--- config.mk ---
export PLATFORM = sky130hd
export DESIGN_NAME = fetch_stage
export DESIGN_NICKNAME = d
export VERILOG_FILES = /design/src/rtl/fetch_stage.sv
export SDC_FILE = /design/constraint.sdc
export NUM_CORES = 1
export LEC_CHECK = 0
export CAP_MARGIN = 15
export CORE_MARGIN = 4
export CORE_UTILIZATION = 49
export DETAILED_ROUTE_END_ITERATION = 6
export HOLD_SLACK_MARGIN = 0.03
export PLACE_DENSITY = 0.87
export SKIP_CTS_REPAIR_TIMING = 1
export SYNTH_ARGS = -nofsm -noshare
export SYNTH_HDL_FRONTEND = slang
export SYNTH_SLANG_ARGS = --single-unit
--- constraint.sdc ---
create_clock -name clk -period 8.4 [get_ports clk]
set_input_delay 1.68 -clock clk [delete_from_list [all_inputs] [get_ports clk]]
set_output_delay 1.68 -clock clk [all_outputs]
set_load 0.1 [all_outputs]
--- src/rtl/fetch_stage.sv ---
// Instruction fetch stage: fetch PC, in-order request tracking, stale-response dropping and a prefetch queue.
// Optional macro FETCH_BYPASS_EN forwards a kept response straight to the output when the queue is empty.
module fetch_stage #(
    parameter int unsigned DEPTH    = 4,
    parameter logic [31:0] RESET_PC = 32'h0000_0000
) (
    input  logic        clk,
    input  logic        reset,
    output logic        imem_req,
    output logic [31:0] imem_addr,
    input  logic        imem_gnt,
    input  logic        imem_rvalid,
    input  logic [31:0] imem_rdata,
    input  logic        redirect,
    input  logic [31:0] redirect_pc,
    output logic        instr_valid,
    input  logic        instr_ready,
    output logic [31:0] instr,
    output logic [31:0] instr_pc,
    output logic [31:0] instr_pcplus4
);
    localparam int PW = $clog2(DEPTH);
    localparam int CW = PW + 1;

    logic [31:0]   fetch_pc_q, fetch_pc_d;
    logic [31:0]   resp_pc_q, resp_pc_d;
    logic [CW-1:0] count_q, count_d;
    logic [CW-1:0] outst_q, outst_d;
    logic [CW-1:0] drop_q, drop_d;
    logic [PW-1:0] rd_ptr_q, rd_ptr_d;
    logic [PW-1:0] wr_ptr_q, wr_ptr_d;
    logic [31:0]   qdata_q [DEPTH];
    logic [31:0]   qpc_q   [DEPTH];

    logic [31:0] target;
    logic [CW:0] inflight;
    logic        accept, rsp, keep, byp, push, pop;

    always_comb begin
        target        = redirect_pc & 32'hFFFF_FFFC;
        inflight      = {1'b0, outst_q} + {1'b0, count_q};
        imem_req      = reset && !redirect && (inflight < (CW+1)'(DEPTH));
        imem_addr     = fetch_pc_q;
        accept        = imem_req && imem_gnt;
        rsp           = reset && imem_rvalid;
        keep          = rsp && (drop_q == '0) && !redirect;
`ifdef FETCH_BYPASS_EN
        byp           = keep && (count_q == '0);
`else
        byp           = 1'b0;
`endif
        instr_valid   = reset && ((count_q != '0) || byp);
        instr         = byp ? imem_rdata : qdata_q[rd_ptr_q];
        instr_pc      = byp ? resp_pc_q : qpc_q[rd_ptr_q];
        instr_pcplus4 = instr_pc + 32'd4;
        pop           = reset && !redirect && (count_q != '0) && instr_ready;
        push          = keep && !(byp && instr_ready);
    end

    always_comb begin
        fetch_pc_d = fetch_pc_q;
        resp_pc_d  = resp_pc_q;
        count_d    = count_q + CW'(push) - CW'(pop);
        outst_d    = outst_q + CW'(accept) - CW'(rsp);
        drop_d     = drop_q;
        rd_ptr_d   = rd_ptr_q + PW'(pop);
        wr_ptr_d   = wr_ptr_q + PW'(push);
        if (accept) begin
            fetch_pc_d = fetch_pc_q + 32'd4;
        end
        if (keep) begin
            resp_pc_d = resp_pc_q + 32'd4;
        end
        if (rsp && (drop_q != '0)) begin
            drop_d = drop_q - 1'b1;
        end
        // Every request still in flight after a redirect belongs to the abandoned path.
        if (redirect) begin
            fetch_pc_d = target;
            resp_pc_d  = target;
            count_d    = '0;
            drop_d     = outst_q - CW'(rsp);
            rd_ptr_d   = wr_ptr_q;
            wr_ptr_d   = wr_ptr_q;
        end
    end

    always_ff @(posedge clk) begin
        if (!reset) begin
            fetch_pc_q <= RESET_PC;
            resp_pc_q  <= RESET_PC;
            count_q    <= '0;
            outst_q    <= '0;
            drop_q     <= '0;
            rd_ptr_q   <= '0;
            wr_ptr_q   <= '0;
        end else begin
            fetch_pc_q <= fetch_pc_d;
            resp_pc_q  <= resp_pc_d;
            count_q    <= count_d;
            outst_q    <= outst_d;
            drop_q     <= drop_d;
            rd_ptr_q   <= rd_ptr_d;
            wr_ptr_q   <= wr_ptr_d;
        end
    end

    always_ff @(posedge clk) begin
        if (push) begin
            qdata_q[wr_ptr_q] <= imem_rdata;
            qpc_q[wr_ptr_q]   <= resp_pc_q;
        end
    end
endmodule

After elaboration in Yosys (flattened, before gate mapping) --
Memory sizes are Yosys's and may differ from the RTL's. A register that Yosys moved wholly into a read port is not among the register bits. Index checks and enable logic that the tools add are counted.
Operators by class: add/subtract/negate cells 12, magnitude comparators 1, multiplexer cells 11, bitwise operators 1, reduce and logical (&&, ||, !) cells 18
Operator list (number):
- two-way mux 32 bit | 4
- adder 32 x 3 -> 32 bit, second input constant | 3
- logical AND 1 bit | 10
- subtractor 3 x 1 -> 3 bit | 3
- adder 3 x 1 -> 3 bit | 2
- two-way mux 2 bit | 3
- two-way mux 3 bit | 2
- nonzero test 2 bit | 3
- nonzero test 3 bit | 2
- adder 2 x 1 -> 2 bit | 2
- adder 3 x 3 -> 4 bit | 1
- less-than comparator 4 x 3 -> 1 bit, second input constant | 1
- logical NOT 3 bit | 1
- subtractor 3 x 1 -> 3 bit, second input constant | 1
- two-way mux 1 bit | 2
- OR reduction 2 bit | 1
- logical NOT 1 bit | 1
- inverter 1 bit | 1
Storage, ports and cells: input port bits 70, logic and storage cells 54, register bits after elaboration 77, memories kept 2, memory bits (writable) 256, output and inout port bits 130
Memory list:
- qdata_q | words 4, width 32, rd ports 1, clocked after Yosys merged registers in 1, write ports 1, RTL line 32 | logic [31:0] qdata_q [DEPTH];
- qpc_q | words 4, width 32, rd ports 1, clocked after Yosys merged registers in 1, write ports 1, RTL line 33 | logic [31:0] qpc_q [DEPTH];

Logic depth before layout (Yosys ltp) --
Gate-level depths: netlist (run 1).
word-level depth 7, depth in mapped cells 11, mapped depth without buffers 11

Worst setup path after synthesis (run 1) --
Ideal clock, no wire load.
kind input port to flip-flop, start input port redirect, end memory qdata_q[1][0] (enable), required time 7.743 ns, path buffers 2, arrival 8.447 ns, setup time 0.657 ns, stages 3, slack -0.704 ns, cell sequence buf_2 > clkbuf_1 > nor4b_1
Between the ends: word-level cells in the longest chain between the ends 4
Ends and longest elaborated chain:
- from (decl) | RTL line 14 | input logic redirect,
- logical NOT 1 bit | RTL line 46 | keep = rsp && (drop_q == '0) && !redirect;
- logical AND 1 bit | RTL line 46
- two-way mux 1 bit | RTL line 109 | if (push) begin
- two-way mux 1 bit (not written as such) | RTL line 110 | qdata_q[wr_ptr_q] <= imem_rdata;
- to (decl) | RTL line 32
No other way between the ends.

==> results of run 1 <==
layout by cell type, fill, tap and decap left out, types with 9 or more instances in the layout:
| cell type | n |
|---|---|
| edfxtp_1 | 248 |
| clkdlybuf4s50_1 | 191 |
| dfxtp_1 | 71 |
| mux4_2 | 44 |
| a21oi_1 | 43 |
| nand3_1 | 42 |
| xnor2_1 | 42 |
| xor2_1 | 38 |
| clkbuf_16 | 35 |
| nand2_1 | 34 |
| o21ai_0 | 31 |
| nand4_1 | 27 |
| inv_1 | 23 |
| mux4_1 | 17 |
| nor3_1 | 17 |
| and2_1 | 15 |
| ha_1 | 15 |
| nor2_1 | 14 |
| and4_1 | 14 |
| a31oi_1 | 10 |
| buf_4 | 10 |
| or4_1 | 9 |
per-stage QoR:
step	cell area, sq um	instances
floorplan	13600	869
global placement	15800	1399
detailed placement	15800	1399
CTS	17000	1457
global route	17000	1458
finish	17000	1458
layer usage:
metal | up-vias | global-route usage
met5 | - | 0
met4 | 0 | 0.0409
met3 | 43 | 0.0435
met2 | 358 | 0.309
met1 | 4137 | 0.272
li1 | 3793 | -
cell families after synthesis:
family | share of synthesized area
xor+xnor | 0.0517
compound gates | 0.0461
fa+ha+maj | 0.0168
flops | 0.657
buf+inv | 0.0270
other cells | 0.000277
mux | 0.109
simple gates | 0.0923
cells in the mapped netlist, drive strengths merged (2+ instances only):
cell	instances
nand4	29
nor4	8
nand3	43
mux2i	2
and3	9
a21boi	3
and2	15
fa	2
nor3	20
and4	14
edfxtp	248
clkbuf	19
o211a	3
xnor2	42
o31ai	7
xor2	38
nor4b	2
inv	24
a211oi	8
or4	9
mux4	61
ha	15
buf	24
or3	2
a31oi	10
o21ai	31
nand2	37
dfxtp	73
nor2	15
a21oi	43
power by group through the flow:
stage | Sequential, mW | Clock [mW] | Combinational [mW]
finish | 1.80 | 1.56 | 0.570
global route | 1.81 | 1.65 | 0.594
CTS | 1.80 | 1.59 | 0.572
detailed placement | 1.84 | 0 | 0.570
global placement | 1.83 | 0 | 0.562
floorplan | 1.89 | 0 | 0.359
state kept, by name, indices dropped and copies added, names as in the netlist:
| register | count |
|---|---|
| qpc_q | 120 |
| drop_q | 3 |
| imem_addr | 30 |
| resp_pc_q | 30 |
| outst_q | 3 |
| count_q | 3 |
| wr_ptr_q | 2 |
| qdata_q | 128 |
| rd_ptr_q | 2 |
how the worst max path moves through the flow:
stage	depth (start not counted)	start	slack, ns	endpoint
after CTS	7	rd_ptr_q[1]$_SDFF_PN0_	2.06	instr_pcplus4[31]
after detailed placement	7	rd_ptr_q[1]$_SDFF_PN0_	2.59	instr_pcplus4[31]
after global placement	7	rd_ptr_q[0]$_SDFF_PN0_	2.62	instr_pcplus4[30]
final	7	rd_ptr_q[1]$_SDFF_PN0_	2.12	instr_pcplus4[31]
after floorplan	3	redirect	2.37	qdata_q[0][0]$_DFFE_PP_
after global routing	7	rd_ptr_q[1]$_SDFF_PN0_	1.85	instr_pcplus4[25]
critical path: cells and delay by family (launching register included):
family	cells	cell delay [ns]
XOR/XNOR	1	0.19
AND/OR/NAND/NOR	3	0.89
multiplexers	1	0.41
buffers and inverters	2	1.67
flip-flops	1	0.91
area by class of cell:
cell class	instances	area, sq um	area share
Multi-Input combinational cell	481	4340	0.255
Tap cell	372	465	0.0274
Inverter	24	90.1	0.00530
Clock buffer	42	936	0.0551
Sequential cell	321	8910	0.525
Timing Repair Buffer	202	2010	0.118
Clock inverter	16	235	0.0138
==> results.md, run 1 <==
* Run status: finished clean
* Register area share after synthesis at 0.657
* Top FF cell, synth: edfxtp_1
* Total power at 3.93 mW
* Hold Path Depth at 0
* Metal1 wirelength at 12.8 mm
* Worst Clk Skew at 0.0218 ns
* Hold endpoint: qpc_q[3][31]$_DFFE_PP_
* Vias in the first global route at 8309
* Post-layout util at 0.627
* Avg Cell Area, Syn at 15.7 sq um
* WP data required at 6.72 ns
* Top cell type's share of synthesized area at 0.549
* Gate power share at 0.145
* Switching Power at 1.05 mW
* Worst-Margin Slew at 1.07 ns
* Synth cell types at 51
* GP Congestion at 0.821
* Total grt overflow at 0
* Largest cells by area after synthesis: edfxtp_1, dfxtp_1, mux4_2
* Worst setup SP type: flip-flop
* Post-synthesis register bit count at 321
* Final-stage net count at 1151
* First-pass GRT wire length at 46.5 mm
* Max Root-Sink Buffers at 3
* Highest Clock Rate at 0.159 GHz
* Final setup viols at 0
* Final WS setup at 2.12 ns
* Pre-Repair DR Iteration Count at 5
* Leading area contributor after synthesis: edfxtp_1
* H-Tree Depth at 2
* Register-to-Register Path Depth at 11
* Kind of critical path: reg2out
* Layout cells sized above 1 at 0.117
* DRT iter0 DRCs at 788
* TritonCTS Buffers at 34
* Pre-CTS setup slack at 2.59 ns
* Routed wl met2 at 14.1 mm
* CTS tree: built
* Die Span Y at 174 microns
* HP Start: resp_pc_q[31]$_SDFFE_PN0P_
* CP cell instances: buf_4 > mux4_2 > nand3_1 > nor3_2 > nand4_1 > xnor2_1 > clkdlybuf4s50_1
* Min Tclk post-route at 6.28 ns
* CORE AREA at 27100 sq um
* Tot GR Track Use at 0.192
* Reg clk slew, reported paths at 0.06 ns
* Die width at 174 microns
* I/O pin count at 200
* Relative slew slack at 0.286
* Number of cell rows at 60
* RSZ-0062 raised after global routing: no
* Total power per unit cell area at 231 nW/um^2
* Via-to-Cell Ratio at 5.71
* Max cap viols at 0
* Slew Viols, Final at 0
* N_diodes at 0
* Initial antenna violation count at 0
* Sw Share at 0.267
* Worst-skew pair later-pin latency at 0.51 ns
* Post-Route Setup TNS at 0 ns
* Static leakage at 5.58 nW
* Area delta synth->final at 25.3%
* Root buf cell: clkbuf_16
* ANT nets after route at 0
* Filler cells at 1916
* HP Class: reg2reg
* CP max-delay cell: clkdlybuf4s50_1
* Reg2Reg Setup Slack at 5.08 ns
* Met3 WL at 2.57 mm
* Sequential share of power at 0.459
* VDD IR max at 0.000159 V
* Crit. End Element: output port
* Worst r2r src: count_q[2]$_SDFF_PP0_
* Yosys Warn Count at 0
* Post-synthesis cell area at 13600 sq um
* Critical Path Fanout Max at 35
* Post-synth EDFFs at 248
* Final Hold Slack at 0.522 ns
* Final period utilization at 0.748
* Routed vias at 8331
* Post-Synthesis Cells at 864
* DRC at 0
* Worst path max stage delay at 1.15 ns
* Initial Util at 0.500
* Largest net degree at the start of global routing at 76
* Worst Path Arrival at 4.60 ns
* Hold Violations, Final at 0
* Clk sink count at 321
* Clock power frac at 0.396
* Int Pwr at 2.88 mW
* Final wirelength at 29.8 mm
* DR top layer: met4
* DP HPWL at 19.6 mm
* Ys async rst share at 0
* Port Buf Inserts at 191
* Full die area at 30400 sq um
* Worst r2r dst: outst_q[2]$_SDFF_PN0_
* DR WL/cell at 20.5 microns
Power figures use the tool's default switching activity.
==> inputs of run 2 (changes only) <==
- clock period: 8.4 -> 5.4 ns (I/O delays scaled with it)
==> run 2 against run 1 <==
  * First-iteration DRC count rose by 0.13%
  * Non-clock buffer count rose by 3
  * Count of clock-buffer cells in the layout rose by 6
  * Via count fell by 0.54%
  * Worst setup slack got worse by 1.5 ns
  * Clock power rose by 26%
  * Combinational power rose by 55%
  * Final cell count barely moved
  * Core utilization fell by 1.0 points
  * Design area fell by 1.7%
  * Largest cell class unchanged
  * Largest power group unchanged
==> results.md, run 2 (synthesized netlist as in run 1, its figures left out) <==
* Total power per unit cell area at 338 nW/um^2 (+46%)
* Final period utilization at 0.887
* ANT nets after route at 0 (unchanged)
* Critical Path Fanout Max at 29 (-17%)
* TritonCTS Buffers at 31 (-8.8%)
* Largest register FFs at 128 (unchanged)
* CP max-delay cell: dfxtp_4
* Initial antenna violation count at 0 (unchanged)
* Largest net degree at the start of global routing at 63 (-17%)
* Root buf cell: clkbuf_16
* Max cap viols at 0 (unchanged)
* Worst Clk Skew at 0.00757 ns (-0.0142 ns)
* Area delta synth->final at 23.2%
* DRT iter0 DRCs at 789 (+0.13%)
* Reg with most FFs: qdata_q
* RSZ-0062 raised after global routing: no
* Vias in the first global route at 8211 (-1.2%)
* Worst Path Arrival at 3.71 ns (-0.89 ns)
* HP Class: reg2reg
* Kind of critical path: reg2out
* Hold Violations, Final at 0 (unchanged)
* Layout cells sized above 1 at 0.142 (+0.0247)
* Die Span Y at 174 microns (unchanged)
* Final Hold Slack at 0.529 ns (+0.00780 ns)
* Final setup viols at 0 (unchanged)
* Largest regs: qdata_q: 128 flops, qpc_q: 120 flops
* Commonest non-fill, non-tap cell in the layout: edfxtp_1
* Number of cell rows at 60 (unchanged)
* Total power at 5.64 mW (+44%)
* Pre-Repair DR Iteration Count at 5 (unchanged)
* Slew Viols, Final at 0 (unchanged)
* N_diodes at 0 (unchanged)
* Highest Clock Rate at 0.209 GHz
* Full die area at 30400 sq um (unchanged)
* CP cell instances: mux4_1 > ha_1 > nand4_1 > nor4_2 > nand3_1 > xnor2_1 > buf_4
* Final wirelength at 29.4 mm (-1.3%)
* H-Tree Depth at 1 (-1)
* Worst path max stage delay at 0.71 ns (-0.44 ns)
* Die width at 174 microns (unchanged)
* Total grt overflow at 0 (unchanged)
* Static leakage at 5.52 nW (-1.2%)
* Routed vias at 8286 (-0.54%)
* CORE AREA at 27100 sq um (unchanged)
* Min Tclk post-route at 4.79 ns
* Reg2Reg Setup Slack at 2.49 ns (-2.59 ns)
* Reg clk slew, reported paths at 0.06 ns (about the same)
* Max Root-Sink Buffers at 3 (unchanged)
* Run status: finished clean
* Relative slew slack at 0.297 (+0.0106)
* Crit. End Element: output port
* Filler cells at 1974 (+3.0%)
* Tot GR Track Use at 0.187 (-0.00551)
* Commonest cells after routing, fill and taps aside: edfxtp_1, clkdlybuf4s50_1, dfxtp_1
* Clk sink count at 321 (unchanged)
* DRC at 0 (unchanged)
* WP data required at 4.32 ns (-2.40 ns)
* VDD IR max at 0.000246 V (+55%)
* I/O pin count at 200 (unchanged)
* Worst-Margin Slew at 1.05 ns (-0.0159 ns)
* Port Buf Inserts at 191 (unchanged)
* DR WL/cell at 20.2 microns (-1.4%)
* Final-stage net count at 1151 (unchanged)
* Via-to-Cell Ratio at 5.68 (-0.61%)
* Worst setup SP type: flip-flop
* Worst-skew pair later-pin latency at 0.55 ns (+0.04 ns)
* DP HPWL at 19.5 mm (-0.58%)
* CTS tree: built
* Initial Util at 0.500 (unchanged)
* First-pass GRT wire length at 45.7 mm (-1.8%)
* GP Congestion at 0.833 (+1.4%)
## run 2: routing by layer
layer  vias to the layer above  track usage  routed length [microns]
met5                         -            0                        0
met2                       403        0.294                    13700
li1                       3784            -                        -
met4                         0       0.0373                      514
met1                      4055        0.273                    12800
met3                        44       0.0385                     2420
## run 2: final timing paths
kind | startpoint | to | cells past startpoint
max reg2reg | count_q[2]$_SDFF_PP0_ | outst_q[2]$_SDFF_PN0_ | 12
min reg2reg | resp_pc_q[17]$_SDFFE_PN0P_ | qpc_q[0][17]$_DFFE_PP_ | 0
min | resp_pc_q[17]$_SDFFE_PN0P_ | qpc_q[0][17]$_DFFE_PP_ | 0
max | rd_ptr_q[0]$_SDFF_PN0_ | instr_pcplus4[26] | 7
## run 2: where the power goes
part / internal [mW] / switching [mW]
Clock: 1.11 / 0.851
Combinational: 0.238 / 0.647
Sequential: 2.73 / 0.0744
Total: 4.07 / 1.57
## run 2: final cells by class
class                   count  area (sq um)  share of cell area
well taps                 372           465              0.0279
flip-flops and latches    321          8910               0.534
clock buffers              48           872              0.0522
inverters                  24          90.1             0.00539
repair buffers            205          1980               0.118
clock inverters             8          47.5             0.00285
multi-input cells         481          4340               0.260
## run 2: critical path, delay by kind of cell (launching register included)
family                   cells  cell delay, ns
adder cells (fa/ha/maj)      1            0.26
buffers and inverters        1            0.35
XOR/XNOR                     1            0.29
multiplexers                 1            0.48
AND/OR/NAND/NOR              3            1.04
flip-flops                   1            0.71
## run 2: stage by stage
stage               setup TNS (ns)  area, sq um  setup WS [ns]  instances  utilization
floorplan                    -2.10        13600        -0.0336        869            -
global route                     0        16700          0.390       1459        0.616
finish                           0        16700          0.609       1459        0.616
detailed placement               0        15800           1.19       1403        0.582
CTS                              0        16700          0.553       1459        0.616
global placement                 0        15800           1.24       1403        0.582
